**src/rtl/seq_detect_pkg.sv**
```systemverilog
// Shared types and default sizing for the serial pattern detector.
// Latency: n/a (declarations only).
// Backpressure: n/a.
package seq_detect_pkg;

  localparam int DEF_PAT_W = 4;
  localparam int DEF_CNT_W = 8;

  typedef enum logic [1:0] {
    ST_IDLE = 2'd0,
    ST_RUN  = 2'd1,
    ST_DONE = 2'd2
  } state_e;

endpackage

```
**src/rtl/seq_detect_ctrl_if.sv**
```systemverilog
// Bundle of config handshake, control, serial input and status signals.
// Latency: n/a (wires only).
// Backpressure: cfg_ready gates the config handshake; the serial stream has none.
interface seq_detect_ctrl_if
  import seq_detect_pkg::*;
#(
  parameter int PAT_W = DEF_PAT_W,
  parameter int CNT_W = DEF_CNT_W
) ();

  logic             cfg_valid;
  logic             cfg_ready;
  logic [PAT_W-1:0] cfg_pattern;
  logic             cfg_overlap;
  logic [CNT_W-1:0] cfg_target;
  logic             start;
  logic             abort;
  logic             din;
  logic             din_valid;
  logic             out;
  logic [CNT_W-1:0] match_count;
  logic             busy;
  logic             done;

  // Stimulus side: offers config, control and serial data.
  modport master (
    output cfg_valid, cfg_pattern, cfg_overlap, cfg_target,
    output start, abort, din, din_valid,
    input  cfg_ready, out, match_count, busy, done
  );

  // Detector side.
  modport slave (
    input  cfg_valid, cfg_pattern, cfg_overlap, cfg_target,
    input  start, abort, din, din_valid,
    output cfg_ready, out, match_count, busy, done
  );

endinterface

```
**src/rtl/seq_detect_ctrl_pattern_matcher.sv**
```systemverilog
// History shift register, fill counter and pattern compare.
// Latency: hit is combinational on the shifting edge; match is hit registered (1 cycle).
// Backpressure: none; shift_en low holds history and fill (a bubble).
module pattern_matcher
  import seq_detect_pkg::*;
#(
  parameter int PAT_W = DEF_PAT_W
) (
  input  logic             clk,
  input  logic             rst,
  input  logic             clear,
  input  logic             shift_en,
  input  logic             bit_in,
  input  logic [PAT_W-1:0] pattern,
  input  logic             overlap,
  output logic             hit,
  output logic             match
);

  localparam int FILL_W = $clog2(PAT_W + 1);
  localparam logic [FILL_W-1:0] FILL_FULL = FILL_W'(PAT_W);

  logic [PAT_W-1:0]  hist_q, hist_d, hist_shift;
  logic [FILL_W-1:0] fill_q, fill_d, fill_inc;
  logic              match_q, match_d;

  // Shift in qualified bits, compare the updated window, rewind fill on a
  // non-overlapping match so the next hit needs PAT_W fresh bits.
  always_comb begin
    hist_d     = hist_q;
    fill_d     = fill_q;
    hit        = 1'b0;
    hist_shift = {hist_q[PAT_W-2:0], bit_in};
    fill_inc   = (fill_q == FILL_FULL) ? FILL_FULL : fill_q + FILL_W'(1);
    if (clear) begin
      hist_d = '0;
      fill_d = '0;
    end else if (shift_en) begin
      hit    = (hist_shift == pattern) && (fill_inc == FILL_FULL);
      hist_d = hist_shift;
      fill_d = (hit && !overlap) ? '0 : fill_inc;
    end
    match_d = hit;
  end

  // Window state and the registered match pulse.
  always_ff @(posedge clk or negedge rst) begin
    if (!rst) begin
      hist_q  <= '0;
      fill_q  <= '0;
      match_q <= 1'b0;
    end else begin
      hist_q  <= hist_d;
      fill_q  <= fill_d;
      match_q <= match_d;
    end
  end

  assign match = match_q;

endmodule

```
**src/rtl/seq_detect_ctrl.sv**
```systemverilog
// Programmable serial pattern detector: config regs, run/done FSM, match counter.
// Latency: bit sampled at edge k -> out/match_count in cycle k+1; start -> busy next cycle.
// Backpressure: cfg_ready low while RUN stalls config; serial input is never stalled.
module seq_detect_ctrl
  import seq_detect_pkg::*;
#(
  parameter int PAT_W = DEF_PAT_W,
  parameter int CNT_W = DEF_CNT_W
) (
  input  logic          clk,
  input  logic          rst,
  seq_detect_ctrl_if.slave bus
);

  state_e           state_q, state_d;
  logic [PAT_W-1:0] pat_q, pat_d;
  logic             ovl_q, ovl_d;
  logic [CNT_W-1:0] tgt_q, tgt_d;
  logic [CNT_W-1:0] cnt_q, cnt_d, cnt_inc;
  logic             busy_q, busy_d;
  logic             done_q, done_d;
  logic             cfg_rdy;
  logic             clear;
  logic             shift_en;
  logic             hit;
  logic             match;

  // Config may load in any state but RUN; start arms from IDLE or DONE and
  // clears the window; abort beats a match on the same edge by masking the shift.
  always_comb begin
    state_d  = state_q;
    pat_d    = pat_q;
    ovl_d    = ovl_q;
    tgt_d    = tgt_q;
    cnt_d    = cnt_q;
    cfg_rdy  = (state_q != ST_RUN);
    clear    = 1'b0;
    shift_en = (state_q == ST_RUN) && bus.din_valid && !bus.abort;
    cnt_inc  = (cnt_q == {CNT_W{1'b1}}) ? cnt_q : cnt_q + CNT_W'(1);

    if (bus.cfg_valid && cfg_rdy) begin
      pat_d = bus.cfg_pattern;
      ovl_d = bus.cfg_overlap;
      tgt_d = bus.cfg_target;
    end

    unique case (state_q)
      ST_IDLE, ST_DONE: begin
        if (bus.start) begin
          state_d = ST_RUN;
          cnt_d   = '0;
          clear   = 1'b1;
        end
      end
      ST_RUN: begin
        if (bus.abort) begin
          state_d = ST_IDLE;
        end else if (hit) begin
          cnt_d = cnt_inc;
          if ((tgt_q != '0) && (cnt_inc == tgt_q)) begin
            state_d = ST_DONE;
          end
        end
      end
      default: state_d = ST_IDLE;
    endcase

    busy_d = (state_d == ST_RUN);
    done_d = (state_d == ST_DONE);
  end

  // FSM, config and counter registers with registered status outputs.
  always_ff @(posedge clk or negedge rst) begin
    if (!rst) begin
      state_q <= ST_IDLE;
      pat_q   <= '0;
      ovl_q   <= 1'b0;
      tgt_q   <= '0;
      cnt_q   <= '0;
      busy_q  <= 1'b0;
      done_q  <= 1'b0;
    end else begin
      state_q <= state_d;
      pat_q   <= pat_d;
      ovl_q   <= ovl_d;
      tgt_q   <= tgt_d;
      cnt_q   <= cnt_d;
      busy_q  <= busy_d;
      done_q  <= done_d;
    end
  end

  pattern_matcher #(
    .PAT_W (PAT_W)
  ) u_matcher (
    .clk      (clk),
    .rst      (rst),
    .clear    (clear),
    .shift_en (shift_en),
    .bit_in   (bus.din),
    .pattern  (pat_q),
    .overlap  (ovl_q),
    .hit      (hit),
    .match    (match)
  );

  assign bus.cfg_ready   = cfg_rdy;
  assign bus.out         = match;
  assign bus.match_count = cnt_q;
  assign bus.busy        = busy_q;
  assign bus.done        = done_q;

endmodule

```
**src/flat_wrapper.sv**
```systemverilog
// flat-port wrapper written by rule: the top's interface ports become plain ports
module seq_detect_ctrl_flat import seq_detect_pkg::*;
#(
  parameter int PAT_W = DEF_PAT_W,
  parameter int CNT_W = DEF_CNT_W
)
  (clk, rst, bus_cfg_valid, bus_cfg_pattern, bus_cfg_overlap, bus_cfg_target, bus_start, bus_abort, bus_din, bus_din_valid, bus_cfg_ready, bus_out, bus_match_count, bus_busy, bus_done);
  seq_detect_ctrl_if #(.PAT_W(PAT_W), .CNT_W(CNT_W)) bus_i ();
  input  logic clk;
  input  logic rst;
  input wire logic [$bits(bus_i.cfg_valid)-1:0] bus_cfg_valid;
  input wire logic [$bits(bus_i.cfg_pattern)-1:0] bus_cfg_pattern;
  input wire logic [$bits(bus_i.cfg_overlap)-1:0] bus_cfg_overlap;
  input wire logic [$bits(bus_i.cfg_target)-1:0] bus_cfg_target;
  input wire logic [$bits(bus_i.start)-1:0] bus_start;
  input wire logic [$bits(bus_i.abort)-1:0] bus_abort;
  input wire logic [$bits(bus_i.din)-1:0] bus_din;
  input wire logic [$bits(bus_i.din_valid)-1:0] bus_din_valid;
  output wire logic [$bits(bus_i.cfg_ready)-1:0] bus_cfg_ready;
  output wire logic [$bits(bus_i.out)-1:0] bus_out;
  output wire logic [$bits(bus_i.match_count)-1:0] bus_match_count;
  output wire logic [$bits(bus_i.busy)-1:0] bus_busy;
  output wire logic [$bits(bus_i.done)-1:0] bus_done;
  assign bus_i.cfg_valid = bus_cfg_valid;
  assign bus_i.cfg_pattern = bus_cfg_pattern;
  assign bus_i.cfg_overlap = bus_cfg_overlap;
  assign bus_i.cfg_target = bus_cfg_target;
  assign bus_i.start = bus_start;
  assign bus_i.abort = bus_abort;
  assign bus_i.din = bus_din;
  assign bus_i.din_valid = bus_din_valid;
  assign bus_cfg_ready = bus_i.cfg_ready;
  assign bus_out = bus_i.out;
  assign bus_match_count = bus_i.match_count;
  assign bus_busy = bus_i.busy;
  assign bus_done = bus_i.done;
  seq_detect_ctrl #(.PAT_W(PAT_W), .CNT_W(CNT_W)) u_core (.clk(clk), .rst(rst), .bus(bus_i));
endmodule
```
**config.mk**
```make
export PLATFORM = sky130hd
export DESIGN_NAME = seq_detect_ctrl_flat
export DESIGN_NICKNAME = d
export VERILOG_FILES = /design/src/rtl/seq_detect_pkg.sv /design/src/rtl/seq_detect_ctrl_if.sv /design/src/rtl/seq_detect_ctrl_pattern_matcher.sv /design/src/rtl/seq_detect_ctrl.sv /design/src/flat_wrapper.sv
export SDC_FILE = /design/constraint.sdc
export NUM_CORES = 1
export LEC_CHECK = 0
export CORE_ASPECT_RATIO = 1.5
export CORE_MARGIN = 2
export CORE_UTILIZATION = 51
export CTS_CLUSTER_SIZE = 25
export DETAILED_ROUTE_END_ITERATION = 8
export GPL_TIMING_DRIVEN = 0
export HOLD_SLACK_MARGIN = 0.03
export PLACE_DENSITY = 0.78
export SKIP_LAST_GASP = 1
export SLEW_MARGIN = 15
export SYNTH_ARGS = -nofsm -noshare
export SYNTH_HDL_FRONTEND = slang
export SYNTH_HIERARCHICAL = 1
export SYNTH_SLANG_ARGS = --single-unit
```
**constraint.sdc**
```tcl
create_clock -name clk -period 4.1 [get_ports clk]
set_input_delay 0.615 -clock clk [delete_from_list [all_inputs] [get_ports clk]]
set_output_delay 0.615 -clock clk [all_outputs]
set_load 0.005 [all_outputs]
```
==> results.ini, run 1 <==
[logic_synthesis]
yosysWarnings = 6
syn_inst = 165
ys_seq_area_frac = 0.455
synth.avg_cell_area_um2 = 10.7
syn_nets = 188
synth_edf_count = 0
ys_top_cells_by_area = dfrtp_1, mux2_2, mux2i_1
synthDistinctLibCells = 51
async_reset_ff_frac = 1.00
synthFlopType = dfrtp_1
yosysTopAreaCell = dfrtp_1
netlist_area_um2 = 1760
ys_seq_elements = 32
synth_top_area_share = 0.455

[power]
ir_drop_mv = 0.374
switchingPower_uw = 205
p_leak_nw = 0.894
switching_share = 0.264
p_int_uw = 572
total_power_uw = 777
seqPwrFrac = 0.500
p_clk_frac = 0.316
combPwrFrac = 0.184
p_per_area_nw_per_um2 = 351

[sta]
period_share = 0.860
finClkSkew_ns = 0.00578
slew_headroom = 0.535
fin_crit_ns = 3.52
max_freq_mhz = 284
setup_viol = 0
tns_ns = 0
rsz0062_at_grt = no
final_max_slew_viol_count = 0
hold_violations = 0
tightest_slew_ns = 0.697

[global_routing]
antenna_found_initial = 0
grt_overflow = 0
grt_pass1_vias = 1399
grt_pass1_wl_um = 6260
grt.total_usage = 0.210
grt_max_degree = 33

[clock_network]
tritoncts = done
cts_resized = 0
ctsHoldBuffers = 0
post-cts-setup-buffers = 0
cts_made_buffers = 5
cts_max_level = 2
cts_sinks = 32
clkTransAtPathRegs_ns = 0.07
clk_latency_ns = 0.28
clk_path_buf_depth = 2
root_buffer = clkbuf_8

[detailed_routing]
drtIter0Drc = 40
via_count = 1435
drt-pass1-iter-count = 4
via_per_inst = 5.83
postRouteAntennaNets = 0
drc_errors = 0
wl_per_cell_um = 15.2
routed_wirelength_um = 3730

[worst_setup_path]
reg2regPathDepth = 10
path_cells = clkdlybuf4s50_1 -> nor2_1 -> and2_1 -> buf_2 -> or4b_4 -> nor4_2 -> and2_0 -> nor2_1 -> a21o_1 -> mux2_2
slowest_stage = or4b_4
crit_required_ns = 4.26
cp-end-kind = flop
rrSetupSlack_ns = 0.75
crit_top_cell = nor2_1
slowest_delay_ns = 0.49
rr_startpoint = u_core/state_q[1]$_DFF_PN0_
worstSetupPathType = in -> reg
start_kind = primary input
rr_endpoint = u_core/bus.match_count[0]$_DFFE_PN0P_
critical_path_arrival_ns = 3.68
crit_fanout = 8

[placement]
gp_congestion = 0.905
port_buffers = 31
dp_hpwl_um = 2830
place_area_um2 = 2120

[cells_and_area]
post_route_cells_drive_above_1_share = 0.172
fill_cells = 278
multi_input_area_um2 = 908
antenna_cells = 0
syn2layout_area_growth_pct = 25.7
fin_nets = 226
seqCellArea_um2 = 801
fin_area_um2 = 2210
final_util = 0.660

[floorplan]
die_area_um2 = 3950
initial_core_util = 0.525
die_h_um = 76.0
die_w_um = 52.0
ioPinCount = 32
rows = 26
core_um2 = 3350

[run]
maxCapViolCount = 0

[outcome]
status = finished clean

[worst_hold_path]
hold_class = in -> async

==> area by class of cell <==
class | instances | share of cell area
plain buffers | 7 | 0.0147
clock buffers | 7 | 0.0390
clock inverters | 1 | 0.00339
inverters | 5 | 0.00848
multi-input cells | 121 | 0.411
flip-flops and latches | 32 | 0.362
well taps | 42 | 0.0238
repair buffers | 31 | 0.138
==> cell usage after synthesis, types with 3 or more instances <==
| cell | instances |
|---|---|
| a21o_1 | 3 |
| a21oi_1 | 5 |
| buf_2 | 4 |
| dfrtp_1 | 32 |
| ha_1 | 3 |
| inv_1 | 5 |
| mux2_2 | 14 |
| mux2i_1 | 7 |
| nand2_1 | 6 |
| nand2b_1 | 3 |
| nand3_1 | 5 |
| nand4_1 | 3 |
| nor2_1 | 15 |
| nor3_1 | 4 |
| o21ai_0 | 5 |
| xnor2_1 | 8 |
| xor2_1 | 4 |
==> how the worst max path moves through the flow <==
| stage | to | depth (start not counted) | from |
|---|---|---|---|
| after floorplan | u_core/bus.match_count[0]$_DFFE_PN0P_ | 9 | bus_abort |
| after global placement | u_core/bus.match_count[0]$_DFFE_PN0P_ | 10 | bus_abort |
| after detailed placement | u_core/bus.match_count[0]$_DFFE_PN0P_ | 10 | bus_abort |
| after CTS | u_core/bus.match_count[0]$_DFFE_PN0P_ | 10 | bus_abort |
| after global routing | u_core/bus.match_count[0]$_DFFE_PN0P_ | 10 | bus_abort |
| final | u_core/bus.match_count[0]$_DFFE_PN0P_ | 10 | bus_abort |
==> cells by family (layout without fill, tap and decap cells) <==
group           count (synthesis)  count (layout)  synth area share
compound gates                 30              30             0.123
xor+xnor                       12              12            0.0597
fa+ha+maj                       3               3            0.0213
buf+inv                        12              51            0.0291
flops                          32              32             0.455
mux                            21              21             0.129
simple gates                   55              55             0.183
==> power by group through the flow <==
stage          clock network, mW  logic (mW)  registers [mW]
2_1_floorplan                  0      0.0978           0.383
4_1_cts                    0.255       0.145           0.388
3_5_place_dp                   0       0.144           0.394
6_report                   0.245       0.143           0.388
5_1_grt                    0.274       0.157           0.394
3_3_place_gp                   0       0.138           0.391
==> per-layer routing <==
layer,global-route usage,vias to the layer above,share of wire
li1,-,681,-
met1,0.249,696,0.39
met2,0.352,51,0.53
met3,0.0610,7,0.056
met4,0.0737,0,0.019
met5,0,-,0
==> worst max-delay path: cells and delay by family <==
kind	cells	cell delay (ns)
buf+inv	2	0.61
mux	1	0.27
simple gates	6	1.98
compound gates	1	0.20
==> cells in the final DEF (no fill, tap or decap), types with 4 or more instances in the layout <==
cell              n
dfrtp_1          32
clkdlybuf4s50_1  30
nor2_1           15
mux2_2           14
xnor2_1           8
mux2i_1           7
clkbuf_8          6
nand2_1           6
buf_2             5
inv_1             5
nand3_1           5
o21ai_0           5
a21oi_1           5
xor2_1            4
nor3_1            4
==> stage by stage <==
step                      hold WS (ns)  instances  setup slack (ns)
after floorplan                  0.319        165              1.17
after global placement           0.485        238             0.302
after detailed placement         0.497        238             0.327
after CTS                        0.391        246             0.611
after global routing             0.420        246             0.444
final                            0.377        246             0.575
==> flip-flops by register name, summed over array words and instances, names as in the netlist <==
signal                   cells
u_core/tgt_q                 8
u_core/u_matcher/hist_q      3
u_core/ovl_q                 1
u_core/pat_q                 4
u_core/state_q               2
u_core/bus.busy              1
u_core/bus.match_count       8
u_core/u_matcher/fill_q      3
u_core/u_matcher/match       1
u_core/bus.done              1
Note: power is estimated with default switching activity, not from simulation.
==> inputs of run 2 (changes only) <==
--- a/config.mk
+++ b/config.mk
@@ -5,7 +5,7 @@
 export SDC_FILE = /design/constraint.sdc
 export NUM_CORES = 1
 export LEC_CHECK = 0
-export CORE_ASPECT_RATIO = 1.5
+export CAP_MARGIN = 5
 export CORE_MARGIN = 2
 export CORE_UTILIZATION = 51
 export CTS_CLUSTER_SIZE = 25
==> results.ini, run 2 (synthesis gave the netlist of run 1 again) <==
[power]
p_int_uw = 563
combPwrFrac = 0.188
total_power_uw = 772
switchingPower_uw = 208
switching_share = 0.270
seqPwrFrac = 0.502
p_leak_nw = 0.892
ir_drop_mv = 0.263
p_per_area_nw_per_um2 = 351
p_clk_frac = 0.310

[placement]
gp_congestion = 0.871
dp_hpwl_um = 2800
pre_cts_slack_ns = 0.348
place_inst = 242
port_buffers = 31
place_area_um2 = 2120

[sta]
final_max_slew_viol_count = 0
finClkSkew_ns = 0.0153
max_freq_mhz = 286
layout_setup_ws_ns = 0.605
tightest_slew_ns = 0.721
rsz0062_at_grt = no
slew_headroom = 0.519
tns_ns = 0
period_share = 0.852
fin_hold_ws_ns = 0.298
fin_crit_ns = 3.49
hold_violations = 0
setup_viol = 0

[clock_network]
clk_latency_ns = 0.35
tritoncts = done
post-cts-setup-buffers = 0
cts_made_buffers = 5
clkTransAtPathRegs_ns = 0.11
cts_resized = 0
root_buffer = clkbuf_4
cts_sinks = 32
clk_path_buf_depth = 2
cts_max_level = 2
ctsHoldBuffers = 0

[cells_and_area]
post_route_cells_drive_above_1_share = 0.172
final_util = 0.659
fin_area_um2 = 2200
antenna_cells = 0
syn2layout_area_growth_pct = 24.9
layout_common_cells = dfrtp_1, clkdlybuf4s50_1, nor2_1, mux2_2, xnor2_1
instances_no_fill = 250
final_common_cell = dfrtp_1
fin_nets = 226

[global_routing]
grt_max_degree = 33
grt.total_usage = 0.210
antenna_found_initial = 0
grt_overflow = 0
grt_pass1_vias = 1399
grt_pass1_wl_um = 6460

[worst_setup_path]
cp-end-kind = flop
worstSetupPathType = in -> reg
start_kind = primary input
crit_required_ns = 4.32
crit_fanout = 8
critical_path_arrival_ns = 3.72

[floorplan]
die_h_um = 62.8
die_area_um2 = 3940
rows = 21
initial_core_util = 0.528
ioPinCount = 32
core_um2 = 3340
die_w_um = 62.8

[detailed_routing]
drtIter0Drc = 95
highest_layer = met4
wl_per_cell_um = 15.2
wl_met2_um = 1870
routed_wirelength_um = 3800
via_per_inst = 5.73
via_count = 1433
dr_wl_met3_um = 223
wl_met1_um = 1650
drc_errors = 0
postRouteAntennaNets = 0
drt-pass1-iter-count = 4

[run]
maxCapViolCount = 0

[outcome]
status = finished clean

[worst_hold_path]
hold_class = in -> async

## run 2: critical path: stages
cell	delay, ns
clkdlybuf4s50_1	0.41
nor2_1	0.35
and2_1	0.19
buf_2	0.23
or4b_4	0.50
nor4_2	0.47
and2_0	0.37
nor2_1	0.09
a21o_1	0.22
mux2_2	0.27
## run 2: final cells by class
type,count,area [um^2]
fill,291,1140
sequential,32,801
timing repair buffer,31,305
multi-input combinational,121,908
clock buffer,6,41.3
inverter,5,18.8
clock inverter,2,35.0
buffer,7,32.5
tap,46,57.6
## run 2: worst paths after layout
kind | from | endpoint | slack [ns] | cells after the start
max in group asynchronous | rst | u_core/tgt_q[2]$_DFFE_PN0P_ | 3.34 | 1
min in group clk | u_core/ovl_q$_DFFE_PN0P_ | u_core/ovl_q$_DFFE_PN0P_ | 0.53 | 1
max | bus_abort | u_core/bus.match_count[0]$_DFFE_PN0P_ | 0.61 | 10
min reg2reg | u_core/ovl_q$_DFFE_PN0P_ | u_core/ovl_q$_DFFE_PN0P_ | 0.53 | 1
max reg2reg | u_core/state_q[1]$_DFF_PN0_ | u_core/bus.match_count[0]$_DFFE_PN0P_ | 0.72 | 10
min | rst | u_core/bus.busy$_DFF_PN0_ | 0.30 | 1
## run 2: routing by layer
layer | GRT usage | up-vias
met4 | 0.0667 | 0
met2 | 0.347 | 51
met3 | 0.0559 | 6
li1 | - | 677
met5 | 0 | -
met1 | 0.270 | 699
## run 2: power groups by stage
stage | Combinational, mW | Sequential [mW] | Clock (mW)
finish | 0.145 | 0.387 | 0.239
global route | 0.161 | 0.393 | 0.259
CTS | 0.146 | 0.387 | 0.247
detailed placement | 0.145 | 0.394 | 0
global placement | 0.139 | 0.390 | 0
floorplan | 0.0978 | 0.383 | 0
==> inputs of run 3 (changes only) <==
==> constraint.sdc (replaced) <==
create_clock -name clk -period 3.5 [get_ports clk]
set_input_delay 0.525 -clock clk [delete_from_list [all_inputs] [get_ports clk]]
set_output_delay 0.525 -clock clk [all_outputs]
set_load 0.005 [all_outputs]
==> results.ini, run 3 (synthesis gave the netlist of run 1 again) <==
[outcome]
status = finished clean

[worst_setup_path]
crit_top_cell = nor2_1
slowest_stage = or4b_4
crit_required_ns = 3.72
cp-end-kind = flop
slowest_delay_ns = 0.52
path_cells = clkdlybuf4s50_1 -> nor2_1 -> and2_1 -> buf_2 -> or4b_4 -> nor4_4 -> and2_0 -> nor2_1 -> a21o_1 -> mux2_2
crit_fanout = 8
worst-path-buf-inv = 2
worstSetupPathType = in -> reg
crit_family = simple AND/OR/NAND/NOR gates
critical_path_arrival_ns = 3.50
start_kind = primary input

[floorplan]
die_h_um = 62.8
rows = 21
ioPinCount = 32
initial_core_util = 0.528
die_area_um2 = 3940
die_w_um = 62.8
core_um2 = 3340

[clock_network]
root_buffer = clkbuf_4
clk_latency_ns = 0.35
cts_made_buffers = 5
clkTransAtPathRegs_ns = 0.11
tritoncts = done
cts_max_level = 2
cts_sinks = 32
clk_path_buf_depth = 2
ctsHoldBuffers = 0

[power]
total_power_uw = 906
switching_share = 0.272
combPwrFrac = 0.189
p_int_uw = 660
p_per_area_nw_per_um2 = 410
p_leak_nw = 0.896
seqPwrFrac = 0.500
switchingPower_uw = 247
p_clk_frac = 0.310
ir_drop_mv = 0.308

[placement]
port_buffers = 31
dp_hpwl_um = 2800
gp_congestion = 0.871
place_area_um2 = 2120
place_inst = 242

[sta]
max_freq_mhz = 305
setup_viol = 0
fin_crit_ns = 3.28
finClkSkew_ns = 0.0174
tightest_slew_ns = 0.764
rsz0062_at_grt = no
slew_headroom = 0.491
hold_violations = 0
tns_ns = 0
final_max_slew_viol_count = 0
period_share = 0.937

[run]
maxCapViolCount = 0

[detailed_routing]
drc_errors = 0
postRouteAntennaNets = 0
drtIter0Drc = 99
wl_per_cell_um = 15.3
via_per_inst = 5.83
routed_wirelength_um = 3830
drt-pass1-iter-count = 4
via_count = 1457

[global_routing]
antenna_found_initial = 0
grt_overflow = 0
grt_max_degree = 33
grt_pass1_wl_um = 6460
grt_pass1_vias = 1399
grt.total_usage = 0.210

[cells_and_area]
antenna_cells = 0
instances_no_fill = 250
syn2layout_area_growth_pct = 25.4
fin_nets = 226
fill_cells = 292
fin_area_um2 = 2210
post_route_cells_drive_above_1_share = 0.172
seqCellArea_um2 = 801
multi_input_area_um2 = 917
layout_common_cells = dfrtp_1, clkdlybuf4s50_1, nor2_1, mux2_2, xnor2_1
final_common_cell = dfrtp_1

[worst_hold_path]
hold_class = in -> async

## run 3: cell counts in the layout (fill, tap and decap cells not counted)
No cell type changed its count.
## run 3: worst reg2reg max path: stages (launching register included)
cell	delay (ns)
dfrtp_1	0.40
nand2b_1	0.18
nor2_1	0.34
and2_1	0.19
buf_2	0.22
or4b_4	0.52
nor4_4	0.37
and2_0	0.35
nor2_1	0.09
a21o_1	0.22
mux2_2	0.27
## run 3: cell type report
| type | count | share of cell area |
|---|---|---|
| buffer | 7 | 0.0147 |
| clock buffer | 6 | 0.0187 |
| clock inverter | 2 | 0.0159 |
| inverter | 5 | 0.00850 |
| multi-input combinational | 121 | 0.415 |
| sequential | 32 | 0.363 |
| tap | 46 | 0.0261 |
| timing repair buffer | 31 | 0.138 |
## run 3: what timing repair did
action                                  4_1_cts  5_1_grt
gates resized for setup                       0        1
endpoints found under the setup margin        0        3
buffers inserted                              0        0
## run 3: worst paths after layout
check                                             from                                    end  slack (ns)  cells after the start
min reg2reg                   u_core/ovl_q$_DFFE_PN0P_               u_core/ovl_q$_DFFE_PN0P_        0.53                      1
max                                          bus_abort  u_core/bus.match_count[0]$_DFFE_PN0P_        0.22                     10
max reg2reg                u_core/state_q[1]$_DFF_PN0_  u_core/bus.match_count[0]$_DFFE_PN0P_        0.24                     10
min in group clk              u_core/ovl_q$_DFFE_PN0P_               u_core/ovl_q$_DFFE_PN0P_        0.53                      1
max in group asynchronous                          rst            u_core/tgt_q[2]$_DFFE_PN0P_        2.83                      1
min                                                rst              u_core/bus.busy$_DFF_PN0_        0.21                      1
## run 3: metrics by stage
stage / setup slack, ns / util / hold WS (ns)
floorplan: 0.661 / - / 0.229
global placement: -0.110 / 0.638 / 0.481
detailed placement: -0.162 / 0.636 / 0.501
CTS: 0.160 / 0.659 / 0.235
global route: 0.0574 / 0.662 / 0.261
finish: 0.221 / 0.662 / 0.205
## run 3: layer usage
metal  part of all wire  GRT usage  wire [um]  vias up
met1               0.42      0.270       1600      713
met3              0.066     0.0559        253        6
met2               0.50      0.347       1930       61
met4              0.014     0.0667         53        0
li1                   -          -          -      677
met5                  0          0          0        -
## run 3: power by group through the flow
stage                     sequential, mW  clock (mW)  combinational [mW]
after floorplan                    0.449           0               0.115
after global placement             0.457           0               0.162
after detailed placement           0.461           0               0.170
after CTS                          0.454       0.289               0.171
after global routing               0.460       0.304               0.190
final                              0.454       0.281               0.172
